## src/rtl/uart_tx_buffer.sv

```systemverilog
// uart_tx_buffer
// ----------------------------------------------------------------------------
// Byte FIFO that feeds a UART transmitter. The host pushes bytes with wr_en.
// A three-state handshake FSM (IDLE, REQ, BUSY) pops the head byte into a
// holding register and requests a transmission.
//
// Parameters
//   DEPTH     FIFO entries. Must be a power of two in the range 2..256.
//
// Ports
//   clk       system clock. All logic updates on the rising edge.
//   rst       synchronous active-high reset. Overrides every other input.
//   wr_data   host byte to enqueue.
//   wr_en     enqueue request. One byte is taken per cycle. A request made
//             while the FIFO is full is dropped.
//   flush     discards the FIFO contents. It does not disturb a byte that is
//             already in flight.
//   full      the FIFO holds DEPTH entries.
//   empty     the FIFO holds no entries.
//   count     current FIFO occupancy, 0..DEPTH.
//   tx_data   byte presented to the transmitter. It changes only on a pop.
//   tx_send   registered transmit request. It is high only in REQ.
//   tx_ready  transmitter idle indication.
//   overflow  sticky flag that records a write made while the FIFO was full.
//   ovf_clr   clears overflow.
//
// Build option
//   UART_TX_BUFFER_OVERFLOW_EN  When this macro is defined, the overflow flag
//                               is implemented. When it is left undefined,
//                               overflow is tied to 0 and ovf_clr is ignored.
//                               Both ports remain present in either build.
// ----------------------------------------------------------------------------
module uart_tx_buffer #(
  parameter int DEPTH = 16
) (
  input  logic                     clk,
  input  logic                     rst,
  input  logic [7:0]               wr_data,
  input  logic                     wr_en,
  input  logic                     flush,
  output logic                     full,
  output logic                     empty,
  output logic [$clog2(DEPTH):0]   count,
  output logic [7:0]               tx_data,
  output logic                     tx_send,
  input  logic                     tx_ready,
  output logic                     overflow,
  input  logic                     ovf_clr
);

  localparam int AW = $clog2(DEPTH);
  localparam int CW = AW + 1;

  typedef enum logic [1:0] {
    IDLE = 2'd0,
    REQ  = 2'd1,
    BUSY = 2'd2
  } state_t;

  state_t         state;
  logic [7:0]     mem [DEPTH];
  logic [AW-1:0]  wr_ptr;
  logic [AW-1:0]  rd_ptr;
  logic [CW-1:0]  count_q;
  logic           wr_fire;
  logic           pop;

  // Occupancy flags are decoded from the registered count, so they always
  // describe the state before the current edge.
  assign full  = (count_q == CW'(DEPTH));
  assign empty = (count_q == '0);
  assign count = count_q;

  // A write is accepted only when the FIFO is not full before the edge.
  // A flush in the same cycle discards the write.
  // A pop is taken only from IDLE with data waiting and the transmitter idle.
  // Because empty reflects the pre-edge count, a byte written into an empty
  // FIFO can leave no earlier than the following cycle.
  assign wr_fire = wr_en && !full && !flush;
  assign pop     = (state == IDLE) && !empty && tx_ready;

  // Storage array. It needs no reset, because the pointers and count define
  // which entries are valid.
  always_ff @(posedge clk) begin
    if (!rst && wr_fire) begin
      mem[wr_ptr] <= wr_data;
    end
  end

  // Read/write pointers and occupancy.
  // DEPTH is a power of two, so the natural roll-over of an AW-bit pointer
  // wraps it from DEPTH-1 to 0.
  // A write and a pop in the same cycle both advance their pointers and leave
  // count unchanged.
  always_ff @(posedge clk) begin
    if (rst) begin
      wr_ptr  <= '0;
      rd_ptr  <= '0;
      count_q <= '0;
    end else if (flush) begin
      wr_ptr  <= '0;
      rd_ptr  <= '0;
      count_q <= '0;
    end else begin
      if (wr_fire) begin
        wr_ptr <= wr_ptr + AW'(1);
      end
      if (pop) begin
        rd_ptr <= rd_ptr + AW'(1);
      end
      case ({wr_fire, pop})
        2'b10:   count_q <= count_q + CW'(1);
        2'b01:   count_q <= count_q - CW'(1);
        default: count_q <= count_q;
      endcase
    end
  end

  // Transmit handshake FSM.
  // IDLE pops the head byte into tx_data and raises tx_send.
  // REQ holds the request until the transmitter drops tx_ready.
  // BUSY waits for tx_ready to return, then goes back to IDLE.
  // Because IDLE always lasts at least one cycle, the transmitter's internal
  // enable has time to clear before the next request arrives.
  // flush is deliberately absent here, so a byte in flight always completes.
  always_ff @(posedge clk) begin
    if (rst) begin
      state   <= IDLE;
      tx_send <= 1'b0;
      tx_data <= 8'h00;
    end else begin
      case (state)
        IDLE: begin
          if (pop) begin
            tx_data <= mem[rd_ptr];
            tx_send <= 1'b1;
            state   <= REQ;
          end
        end
        REQ: begin
          if (!tx_ready) begin
            tx_send <= 1'b0;
            state   <= BUSY;
          end
        end
        BUSY: begin
          if (tx_ready) begin
            state <= IDLE;
          end
        end
        default: begin
          tx_send <= 1'b0;
          state   <= IDLE;
        end
      endcase
    end
  end

`ifdef UART_TX_BUFFER_OVERFLOW_EN
  logic ovf_q;

  // Sticky overflow flag. A dropped write sets it, and ovf_clr clears it.
  // If both happen in the same cycle, the set wins so that no event is lost.
  always_ff @(posedge clk) begin
    if (rst) begin
      ovf_q <= 1'b0;
    end else if (wr_en && full && !flush) begin
      ovf_q <= 1'b1;
    end else if (ovf_clr) begin
      ovf_q <= 1'b0;
    end
  end

  assign overflow = ovf_q;
`else
  logic unused_ovf_clr;

  // The overflow logic is not built. The flag reads as zero and the clear
  // input has no effect.
  assign overflow       = 1'b0;
  assign unused_ovf_clr = ovf_clr;
`endif

endmodule

```

## config.mk

```make
export PLATFORM = sky130hd
export DESIGN_NAME = uart_tx_buffer
export DESIGN_NICKNAME = d
export VERILOG_FILES = /design/src/rtl/uart_tx_buffer.sv
export SDC_FILE = /design/constraint.sdc
export NUM_CORES = 1
export LEC_CHECK = 0
export ABC_CLOCK_PERIOD_IN_PS = 7000
export BUFFER_PORTS_ARGS = -buffer_cell sky130_fd_sc_hd__buf_2
export CORE_ASPECT_RATIO = 0.75
export CORE_UTILIZATION = 26
export CTS_BUF_LIST = sky130_fd_sc_hd__clkbuf_8
export DETAILED_ROUTE_END_ITERATION = 16
export GPL_ROUTABILITY_DRIVEN = 1
export PLACE_DENSITY = 0.52
export SLEW_MARGIN = 20
export SYNTH_ARGS = -nofsm -noshare
export SYNTH_HDL_FRONTEND = slang
export SYNTH_SLANG_ARGS = --single-unit
```

## constraint.sdc

```tcl
create_clock -name clk -period 7 [get_ports clk]
set_clock_uncertainty 0.2 [all_clocks]
set_input_delay 0.7 -clock clk [delete_from_list [all_inputs] [get_ports clk]]
set_output_delay 0.7 -clock clk [all_outputs]
set_load 0.05 [all_outputs]
```

==> metrics.md, run 1 <==
| Metric | Value |
|---|---|
| Port bufs | `28` |
| CP max FO | `20` |
| CTS root buf | `clkbuf_8` |
| LEAKAGE | `2.21 nW` |
| Syn_area_per_cell | `about 16 um^2` |
| Setup TNS | `0 ns` |
| Status | `finished, final reports clean` |
| Worst Setup Slack, final | `3.47 ns` |
| Die X-Extent | `180 um` |
| Die footprint | `24,500 um^2` |
| CP startpoint | `count[0]$_SDFFE_PP0P_` |
| ANT nets after route | `0` |
| Nets | `445` |
| Register area share after synthesis | `69.8%` |
| P_sw | `0.362 mW` |
| Routed wire length | `between 10,000 and 15,000 um` |
| Hold_ws | `0.238 ns` |
| Switching share of power | `20.5%` |
| Antenna violations before repair | `0` |
| DP HPWL | `around 9000 um` |
| Rel. slew slack | `34.6%` |
| Resize count post-CTS | `0` |
| Ys Warns | `0` |
| Min-delay worst type | `input pin to flop` |
| Cell mode on critical path | `mux2i_1` |
| Worst reg2reg startpoint | `count[0]$_SDFFE_PP0P_` |
| Synth Cell Area | `6200 um^2` |
| # diodes | `0` |
| Max-Cap Viols | `0` |
| Setup Buffers After CTS | `0` |
| Fin crit period | `roughly 3.5 ns` |
| Fraction of layout cells with a size suffix above 1 | `19.1%` |
| # hold bufs at CTS | `0` |
| I/O pin cnt | `31` |
| Die Span Y | `136 um` |
| Longest Clk Path Bufs | `2` |
| CP endpoint kind | `flop` |
| Num rows | `48` |
| Routed WL per cell | `18.5 um` |
| Synth top area cells | `edfxtp_1 62%, mux2i_1 7.9%, dfxtp_1 7.8%` |
| Combinational share of power | `3.9%` |
| Sequential share of power | `56.0%` |
| Max rail drop VDD | `about 0.00013 V` |
| First-pass GRT wire length | `20,700 um` |
| RSZ-0062 raised after global routing | `false` |
| Number of hold violations in the final report | `0` |
| Vias in the first global route | `3,476` |
| # DRC | `0` |
| Count leader, synth | `edfxtp_1` |
| Initial DRC Count | `233` |
| Hold Path Origin | `tx_ready` |
| Fill cells | `2,319` |
| Setup CP Type | `flop to flop` |
| DR vias | `3,321` |
| Pwr/cell area | `251 nW/um^2` |
| Drt first pass iters | `5` |
| Max-slew violations | `0` |
| Arrival @ worst endpoint | `3.70 ns` |
| Synth cell count leaders | `128 x edfxtp_1, 49 x mux2i_1, 38 x nor2_1` |
| Fmax | `284 MHz` |
| GPL Wtd Cong | `0.763` |
| Worst Path Required | `7.18 ns` |
| Largest net degree at the start of global routing | `43` |
| CP max-delay cell | `or4_4` |
| Asr flop ratio synth | `0%` |
| Gate Count Post-Synth | `391` |
| Most used flip-flop cell after synthesis | `edfxtp_1` |
| Number of library cell types mapped by synthesis | `between 40 and 50` |
| Worst-skew pair later-pin latency | `0.45 ns` |
| Clock power share | `40.0%` |
| Total GRT Usage | `11.8%` |
| Synth Register Bits | `152` |
| Util after Layout | `30.4%` |
| Fin crit share | `50.4%` |
| Grt total ovfl | `0` |
| CTS tree | `yes` |
| Crit path cell chain | `or4_4 > o21a_1 > ha_1 > fa_1 > a21o_1 > a21oi_1 > mux2i_1 > mux2i_1` |
| TritonCTS Buffers | `17` |
| Number of enable flip-flop cells after synthesis | `~130` |
| CTS sink cnt | `152` |
| Synth Net Count | `415` |
| Pint | `1.40 mW` |
| Critical path launch point type | `flop` |
| Buf+Inv Stages, Crit Path | `0` |
| Core area | `23,200 um^2` |
| H-tree levels | `4` |
| Worst Tran Pin Value | `0.981 ns` |
| Area growth, synth to finish | `13.6%` |
| Post-synth top area cell | `edfxtp_1` |
| Total power draw | `1.76 mW` |
| Final setup viols | `0` |
| Clock-pin transition on the worst setup and hold timing paths | `about 0.080 ns` |
| Post-DR vias/cell | `4.52` |
| Starting Density | `26.7%` |
| Dpl ws | `3.16 ns` |
| CP max stage delay | `0.61 ns` |
| Top delay family on crit path | `compound AO/OA/AOI/OAI gates` |
| Share of the synthesized area in the top cell type | `62.0%` |
state kept, by name (all words and copies together), names as in the netlist:
register and count:
count 5, wr_ptr 4, tx_send 1, rd_ptr 4
tx_data 8, mem 128, state 2
power by group through the flow:
stage | combinational (mW) | clock (mW) | sequential [mW]
6_report | 0.0695 | 0.706 | 0.989
5_1_grt | 0.0757 | 0.758 | 0.989
4_1_cts | 0.0704 | 0.724 | 0.989
3_5_place_dp | 0.0700 | 0 | 1.01
3_3_place_gp | 0.0682 | 0 | 1.01
2_1_floorplan | 0.0326 | 0 | 1.02
kinds of logic (layout without fill, tap and decap cells):
| logic type | after synthesis | in the layout | synth area share (%) |
|---|---|---|---|
| DFF | 152 | 152 | 69.8 |
| and+or+nand+nor | 86 | 86 | 6.52 |
| muxes | 59 | 59 | 11.6 |
| AOI/OAI and AO/OA | 46 | 46 | 5.96 |
| buffers and inverters | 27 | 70 | 2.56 |
| adders and majority gates | 10 | 10 | 2.14 |
| xor gates and xnor gates | 10 | 10 | 1.41 |
| other | 1 | 1 | 0.0605 |
cell usage in the layout, fill, tap and decap left out, types with 3 or more instances in the layout:
cell / count
nand3_1: 3
nor2b_1: 3
buf_2: 28
o22ai_1: 22
clkbuf_8: 19
xnor2_1: 6
mux2i_1: 49
nor3_1: 13
nand2b_1: 4
dfxtp_1: 23
ha_1: 9
buf_4: 6
inv_1: 8
edfxtp_1: 128
nor2_1: 38
nand2_1: 13
a21oi_1: 5
xor2_1: 4
mux4_2: 10
bufinv_16: 4
clkinv_2: 3
a311oi_2: 8
routing by layer:
metal  global-route usage [%]  share of wire [%]  up-vias
li1                         -                  -     1559
met1                     16.6                 49     1687
met2                     17.2                 44       65
met3                     3.71                5.3       10
met4                     3.42                1.0        0
met5                        0                  0        -
per-stage QoR:
stage / instance area (um^2) / cells
2_1_floorplan: 6200 / 391
3_3_place_gp: 6610 / 702
3_5_place_dp: 6610 / 702
4_1_cts: 7040 / 734
5_1_grt: 7040 / 734
6_report: 7040 / 734
layout make-up:
| type | instances | area (um^2) | share of cell area (%) |
|---|---|---|---|
| repair buffers | 34 | 185 | 2.63 |
| inverters | 4 | 15.0 | 0.213 |
| well taps | 300 | 375 | 5.33 |
| flip-flops and latches | 152 | 4330 | 61.5 |
| multi-input cells | 212 | 1710 | 24.3 |
| clock buffers | 19 | 262 | 3.72 |
| clock inverters | 13 | 161 | 2.29 |
final timing paths:
check / end / slack (ns) / cells past startpoint
hold reg to reg: tx_send$_SDFFE_PP0P_ / 0.30 / 2
setup reg to reg: count[4]$_SDFFE_PP0P_ / 3.47 / 8
hold / removal: state[1]$_SDFFE_PP0P_ / 0.24 / 2
setup / recovery: count[4]$_SDFFE_PP0P_ / 3.47 / 8
Power figures use the tool's default switching activity.
==> run 2, diff against run 1 <==
--- a/config.mk
+++ b/config.mk
@@ -5,14 +5,15 @@
 export SDC_FILE = /design/constraint.sdc
 export NUM_CORES = 1
 export LEC_CHECK = 0
-export ABC_CLOCK_PERIOD_IN_PS = 7000
+export ABC_AREA = 1
+export ABC_CLOCK_PERIOD_IN_PS = 2800
 export BUFFER_PORTS_ARGS = -buffer_cell sky130_fd_sc_hd__buf_2
 export CORE_ASPECT_RATIO = 0.75
 export CORE_UTILIZATION = 26
 export CTS_BUF_LIST = sky130_fd_sc_hd__clkbuf_8
 export DETAILED_ROUTE_END_ITERATION = 16
 export GPL_ROUTABILITY_DRIVEN = 1
-export PLACE_DENSITY = 0.52
+export PLACE_DENSITY = 0.54
 export SLEW_MARGIN = 20
 export SYNTH_ARGS = -nofsm -noshare
 export SYNTH_HDL_FRONTEND = slang
==> constraint.sdc (replaced) <==
create_clock -name clk -period 2.8 [get_ports clk]
set_clock_uncertainty 0.2 [all_clocks]
set_input_delay 0.28 -clock clk [delete_from_list [all_inputs] [get_ports clk]]
set_output_delay 0.28 -clock clk [all_outputs]
set_load 0.05 [all_outputs]
==> run 2 against run 1 <==
Net effect:
- setup slack worse by 3.2 ns
- fmax rose by 39%
- first-iteration DRC count increased by 24%
- die area rose by 8.0%
- worst hold slack got worse by 0.19 ns
- global-route usage increased by 0.42 points
- power increased to 2.6 times the previous value
- sequential power increased to 2.5 times the previous value
- critical endpoint is now count[3]$_SDFFE_PP0P_
- largest power group unchanged
==> metrics.md, run 2 <==
| Metric | Value |
|---|---|
| Vias in the first global route | `4,330 (was 3,476)` |
| Final setup viols | `0 (unchanged)` |
| Util after Layout | `30.3% (was 30.4%)` |
| Setup Buffers After CTS | `0 (unchanged)` |
| Initial DRC Count | `290 (was 233)` |
| Total GRT Usage | `12.2% (was 11.8%)` |
| Worst Path Required | `2.93 ns (was 7.18 ns)` |
| Routed WL per cell | `14.2 um (was 18.5 um)` |
| Synth Cell Area | `6700 um^2 (was 6200 um^2)` |
| CP max FO | `5 (was 20)` |
| Die X-Extent | `187 um (was 180 um)` |
| Number of enable flip-flop cells after synthesis | `128 (unchanged)` |
| Number of library cell types mapped by synthesis | `24 (was 42)` |
| Port bufs | `28 (unchanged)` |
| Min-delay worst type | `input pin to flop (unchanged)` |
| Arrival @ worst endpoint | `2.66 ns (was 3.70 ns)` |
| Pwr/cell area | `592 nW/um^2 (was 251 nW/um^2)` |
| Setup CP Type | `flop to flop (unchanged)` |
| Max-slew violations | `0 (unchanged)` |
| Worst-skew pair later-pin latency | `0.44 ns (was 0.45 ns)` |
| Grt total ovfl | `0 (unchanged)` |
| Rel. slew slack | `46.5% (was 34.6%)` |
| Setup TNS | `0 ns (unchanged)` |
| Area growth, synth to finish | `13.9% (was 13.6%)` |
| Clock-pin transition on the worst setup and hold timing paths | `0.09 ns (was 0.08 ns)` |
| First-pass GRT wire length | `24,300 um (was 20,700 um)` |
| Share of the synthesized area in the top cell type | `57.4% (was 62.0%)` |
| Worst Tran Pin Value | `0.802 ns (was 0.981 ns)` |
| Max rail drop VDD | `0.000254 V (was 0.000129 V)` |
| Number of flip-flops in the largest register | `128 (unchanged)` |
| Num rows | `50 (was 48)` |
| Starting Density | `26.6% (was 26.7%)` |
| CTS sink cnt | `152 (unchanged)` |
| Antenna violations before repair | `0 (unchanged)` |
| LEAKAGE | `3.20 nW (was 2.21 nW)` |
| Non-filler cells, final | `1,078 (was 734)` |
| Drt first pass iters | `4 (was 5)` |
| Fraction of layout cells with a size suffix above 1 | `11.6% (was 19.1%)` |
| Number of hold violations in the final report | `0 (unchanged)` |
| Fmax | `396 MHz (was 284 MHz)` |
| Die Span Y | `141 um (was 136 um)` |
| Most used flip-flop cell after synthesis | `edfxtp_1 (unchanged)` |
| Die footprint | `26,400 um^2 (was 24,500 um^2)` |
| Gate Count Post-Synth | `682 (was 391)` |
| Core area | `25,100 um^2 (was 23,200 um^2)` |
| Inst Count DP | `1,041 (was 702)` |
| TritonCTS Buffers | `17 (unchanged)` |
| Syn_area_per_cell | `9.82 um^2 (was 15.8 um^2)` |
| Most frequent cells in the layout | `225 x nand2_1, 128 x edfxtp_1, 94 x nand3_1, 91 x inv_1, 40 x nor2_1 (was 128 x edfxtp_1, 49 x mux2i_1, 38 x nor2_1, 28 x buf_2, 23 x dfxtp_1)` |
| Ys Warns | `0 (unchanged)` |
| DP HPWL | `9530 um (was 9020 um)` |
| Post-DR vias/cell | `4.15 (was 4.52)` |
| Asr flop ratio synth | `0% (unchanged)` |
| Hold_ws | `0.0454 ns (was 0.238 ns)` |
| Placed standard-cell area | `7230 um^2 (was 6610 um^2)` |
| Fin area | `7630 um^2 (was 7040 um^2)` |
| Routed wire length | `15,300 um (was 13,600 um)` |
| Fin crit period | `2.53 ns (was 3.53 ns)` |
| Synth Net Count | `706 (was 415)` |
| Fin crit share | `90.3% (was 50.4%)` |
| Largest net degree at the start of global routing | `69 (was 43)` |
| Synth Register Bits | `152 (unchanged)` |
| Commonest non-fill, non-tap cell in the layout | `nand2_1 (was edfxtp_1)` |
| # diodes | `0 (unchanged)` |
| ANT nets after route | `0 (unchanged)` |
| Synth top area cells | `edfxtp_1 57%, nand2_1 13%, dfxtp_1 7.2% (was edfxtp_1 62%, mux2i_1 7.9%, dfxtp_1 7.8%)` |
| Nets | `751 (was 445)` |
| H-tree levels | `4 (unchanged)` |
| # DRC | `0 (unchanged)` |
| Count leader, synth | `nand2_1 (was edfxtp_1)` |
| I/O pin cnt | `31 (unchanged)` |
| Longest Clk Path Bufs | `2 (unchanged)` |
| Fill cells | `2,640 (was 2,319)` |
| Register area share after synthesis | `64.5% (was 69.8%)` |
| GPL Wtd Cong | `0.785 (was 0.763)` |
| RSZ-0062 raised after global routing | `false (unchanged)` |
| Max-Cap Viols | `0 (unchanged)` |
| Critical path launch point type | `flop (unchanged)` |
| Synth cell count leaders | `225 x nand2_1, 128 x edfxtp_1, 94 x nand3_1 (was 128 x edfxtp_1, 49 x mux2i_1, 38 x nor2_1)` |
| Post-synth top area cell | `edfxtp_1 (unchanged)` |
| CTS tree | `yes (unchanged)` |
| CTS root buf | `clkbuf_8 (unchanged)` |
| Top reg by flops | `mem (unchanged)` |
| Status | `finished, final reports clean (unchanged)` |
| DR vias | `4,473 (was 3,321)` |
| CP endpoint kind | `flop (unchanged)` |
## run 2: cell types whose count changed after synthesis, moves of 5 or more
cell	before	now
a21oi_1	5	16
inv_1	4	89
nand3_1	3	94
buf_2	8	13
o21ai_0	0	6
nor3_1	13	1
o22ai_1	22	0
mux2i_1	49	0
mux4_2	10	0
nand2_1	13	225
a311oi_2	8	0
## run 2: what timing repair did
action | CTS | global route
gates resized for setup | 0 | 2
endpoints found under the setup margin | 0 | 2
hold buffers | 5 | 0
hold endpoints to repair | 11 | 0
## run 2: cells by family (layout without fill, tap and decap cells)
family                     after synthesis  after routing  synth area share [%]
and+or+nand+nor                        365            365                  22.4
other                                    1              1                0.0560
xor gates and xnor gates                 8              8                  1.05
buffers and inverters                  124            182                  8.35
AOI/OAI and AO/OA                       22             22                  1.64
adders and majority gates               10             10                  1.98
DFF                                    152            152                  64.5
## run 2: layout make-up
class                   instances  area (um^2)  share of cell area, %
clock inverters                15          113                   1.48
clock buffers                  17          234                   3.07
repair buffers                 56          363                   4.75
well taps                     338          423                   5.54
flip-flops and latches        152         4330                   56.7
multi-input cells             406         1820                   23.8
inverters                      94          355                   4.66
## run 2: worst paths after layout
path	startpoint	to	slack [ns]	cells past startpoint
max	count[3]$_SDFFE_PP0P_	count[3]$_SDFFE_PP0P_	0.27	12
max reg2reg	count[3]$_SDFFE_PP0P_	count[3]$_SDFFE_PP0P_	0.27	12
min reg2reg	state[1]$_SDFFE_PP0P_	state[1]$_SDFFE_PP0P_	0.24	1
min	wr_data[0]	mem[14][0]$_DFFE_PP_	0.05	1
## run 2: critical path, cell delays in order, from the launching register on
cell and delay, ns:
dfxtp_1 0.39, nor2_1 0.09, nand4_1 0.10, nand2_1 0.11, nor2_2 0.18, inv_1 0.11, ha_1 0.31, ha_1 0.36
a21oi_1 0.15, nand2_1 0.07, xor2_1 0.14, o21ai_0 0.17, inv_1 0.05
## run 2: layer usage
layer  vias to the layer above  part of all wire (%)  global-route usage (%)
li1                       2288                     -                       -
met2                        78                    43                    18.1
met4                         0                  0.83                    3.54
met3                        11                   6.5                    2.94
met5                         -                     0                       0
met1                      2096                    50                    17.5
## run 2: report_power, final
part	leakage [nW]	internal, mW	total, mW	switching, mW
logic	1.67	0.134	0.514	0.380
clock network	0.173	0.686	1.50	0.819
registers	1.35	2.48	2.50	0.0200
total	3.20	3.30	4.52	1.22
## run 2: per-stage QoR
| step | total power [mW] | setup WS (ns) |
|---|---|---|
| after floorplan | 2.93 | 0.0475 |
| after global placement | 3.07 | 0.207 |
| after detailed placement | 3.07 | 0.162 |
| after CTS | 4.58 | 0.146 |
| after global routing | 4.71 | 0.0298 |
| final | 4.52 | 0.273 |
==> run 3, diff against run 2 <==
--- a/config.mk
+++ b/config.mk
@@ -5,7 +5,6 @@
 export SDC_FILE = /design/constraint.sdc
 export NUM_CORES = 1
 export LEC_CHECK = 0
-export ABC_AREA = 1
 export ABC_CLOCK_PERIOD_IN_PS = 2800
 export BUFFER_PORTS_ARGS = -buffer_cell sky130_fd_sc_hd__buf_2
 export CORE_ASPECT_RATIO = 0.75
==> run 3 against run 2 <==
Net effect:
- first-iteration DRC count down 33%
- power down 7.1%
- design area is 4.9% lower
- sequential share of layout area grew 3.1 points
- combinational power fell by 62%
- core utilization rose by 0.95 points
- register-to-register slack worse by 0.14 ns
- non-clock buffer count rose by 7
- largest cell class unchanged
- largest power group unchanged
==> metrics.md, run 3 (synthesis results as in run 1) <==
| Metric | Value |
|---|---|
| Non-filler cells, final | `764 (was 1,078)` |
| Die X-Extent | `180 um (was 187 um)` |
| Die Span Y | `136 um (was 141 um)` |
| DR vias | `3,471 (was 4,473)` |
| # DRC | `0 (unchanged)` |
| Setup TNS | `0 ns (unchanged)` |
| Worst Tran Pin Value | `0.697 ns (was 0.802 ns)` |
| Drt first pass iters | `4 (unchanged)` |
| ANT nets after route | `0 (unchanged)` |
| CTS tree | `yes (unchanged)` |
| Vias in the first global route | `3,493 (was 4,330)` |
| Commonest non-fill, non-tap cell in the layout | `edfxtp_1 (was nand2_1)` |
| Fraction of layout cells with a size suffix above 1 | `26.3% (was 11.6%)` |
| Nets | `474 (was 751)` |
| Max-slew violations | `0 (unchanged)` |
| Fmax | `375 MHz (was 396 MHz)` |
| Longest Clk Path Bufs | `2 (unchanged)` |
| DP HPWL | `9020 um (was 9530 um)` |
| Routed wire length | `13,300 um (was 15,300 um)` |
| Arrival @ worst endpoint | `2.84 ns (was 2.66 ns)` |
| RSZ-0062 raised after global routing | `false (unchanged)` |
| Final setup viols | `0 (unchanged)` |
| Fill cells | `2,291 (was 2,640)` |
| Worst-skew pair later-pin latency | `0.44 ns (about the same)` |
| CP max FO | `6 (was 5)` |
| Number of flip-flops in the largest register | `128 (unchanged)` |
| H-tree levels | `4 (unchanged)` |
| Rel. slew slack | `53.4% (was 46.5%)` |
| Starting Density | `26.7% (was 26.6%)` |
| Status | `finished, final reports clean (unchanged)` |
| Setup CP Type | `flop to flop (unchanged)` |
| Grt total ovfl | `0 (unchanged)` |
| GPL Wtd Cong | `0.779 (was 0.785)` |
| Max rail drop VDD | `0.000290 V (was 0.000254 V)` |
| Routed WL per cell | `17.4 um (was 14.2 um)` |
| CTS root buf | `clkbuf_8 (unchanged)` |
| Area growth, synth to finish | `17.1% (was 13.9%)` |
| TritonCTS Buffers | `17 (unchanged)` |
| Placed standard-cell area | `6830 um^2 (was 7230 um^2)` |
| Fin area | `7260 um^2 (was 7630 um^2)` |
| Top reg by flops | `mem (unchanged)` |
| Max-Cap Viols | `0 (unchanged)` |
| Antenna violations before repair | `0 (unchanged)` |
| Sequential cell area | `4340 um^2 (was 4330 um^2)` |
| Post-DR vias/cell | `4.54 (was 4.15)` |
| Fin crit share | `95.3% (was 90.3%)` |
| CTS sink cnt | `152 (unchanged)` |
| Multi-input gate area | `1750 um^2 (was 1820 um^2)` |
| Hold_ws | `0.0462 ns (was 0.0454 ns)` |
| First-pass GRT wire length | `20,200 um (was 24,300 um)` |
| Num rows | `48 (was 50)` |
| Inst Count DP | `725 (was 1,041)` |
| Clock-pin transition on the worst setup and hold timing paths | `0.09 ns (about the same)` |
| Most frequent cells in the layout | `128 x edfxtp_1, 49 x mux2i_1, 38 x nor2_1, 32 x buf_4, 28 x buf_2 (was 225 x nand2_1, 128 x edfxtp_1, 94 x nand3_1, 91 x inv_1, 40 x nor2_1)` |
| Largest net degree at the start of global routing | `46 (was 69)` |
| Die footprint | `24,500 um^2 (was 26,400 um^2)` |
| Pwr/cell area | `579 nW/um^2 (was 592 nW/um^2)` |
| Core area | `23,200 um^2 (was 25,100 um^2)` |
| Min-delay worst type | `input pin to flop (unchanged)` |
| Worst Path Required | `2.97 ns (was 2.93 ns)` |
| Total GRT Usage | `11.3% (was 12.2%)` |
| Port bufs | `28 (unchanged)` |
| Critical path launch point type | `flop (unchanged)` |
| CP endpoint kind | `flop (unchanged)` |
| Fin crit period | `2.67 ns (was 2.53 ns)` |
| Number of hold violations in the final report | `0 (unchanged)` |
| Initial DRC Count | `194 (was 290)` |
| I/O pin cnt | `31 (unchanged)` |
| LEAKAGE | `2.32 nW (was 3.20 nW)` |
run 3: critical path, stage by stage (launching register included):
cell and delay [ns]:
dfxtp_4 0.35, or4_4 0.56, o21a_4 0.23, ha_4 0.18, fa_2 0.35, a21o_1 0.17
a21oi_2 0.14, mux2i_1 0.23, mux2i_1 0.19
run 3: path summary, 6_finish.rpt:
path                                       startpoint                     to  slack [ns]  cells past startpoint
worst max-delay path            count[0]$_SDFFE_PP0P_  count[4]$_SDFFE_PP0P_        0.13                      8
worst min-delay path                       wr_data[6]    mem[9][6]$_DFFE_PP_        0.05                      1
worst max register to register  count[0]$_SDFFE_PP0P_  count[4]$_SDFFE_PP0P_        0.13                      8
worst min register to register   tx_send$_SDFFE_PP0P_   tx_send$_SDFFE_PP0P_        0.31                      2
run 3: area by class of cell:
cell class	instances	share of cell area (%)
timing repair buffer	63	5.79
clock buffer	17	3.22
multi-input combinational	212	24.1
antenna	1	0.0345
inverter	4	0.207
clock inverter	15	1.76
sequential	152	59.8
tap	300	5.17
run 3: repair_timing:
item / CTS / global route
resized for setup: 0 / 2
buffers inserted: 0 / 4
hold buffers: 2 / 0
setup endpoints to repair: 0 / 1
hold endpoints to repair: 3 / 0
run 3: through the flow:
stage,util [%],setup WS (ns),power [mW]
6_report,31.3,0.131,4.20
5_1_grt,31.3,0.00465,4.35
4_1_cts,31.1,0.0721,4.24
3_5_place_dp,29.5,0.103,2.71
3_3_place_gp,29.5,0.115,2.70
2_1_floorplan,-,-0.0138,2.63
run 3: layer usage:
layer  up-vias  GRT usage, %  wire, um
met5         -             0         0
met4         0          3.42       125
met3        11          3.63       953
met2        72          16.1      5710
met1      1760          16.1      6490
li1       1628             -         -
run 3: report_power, final:
group | internal [mW] | total (mW) | leakage [nW] | switching, mW
combinational | 0.0628 | 0.196 | 0.786 | 0.133
clock | 0.703 | 1.54 | 0.182 | 0.835
sequential | 2.46 | 2.47 | 1.35 | 0.00911
total | 3.22 | 4.20 | 2.32 | 0.978
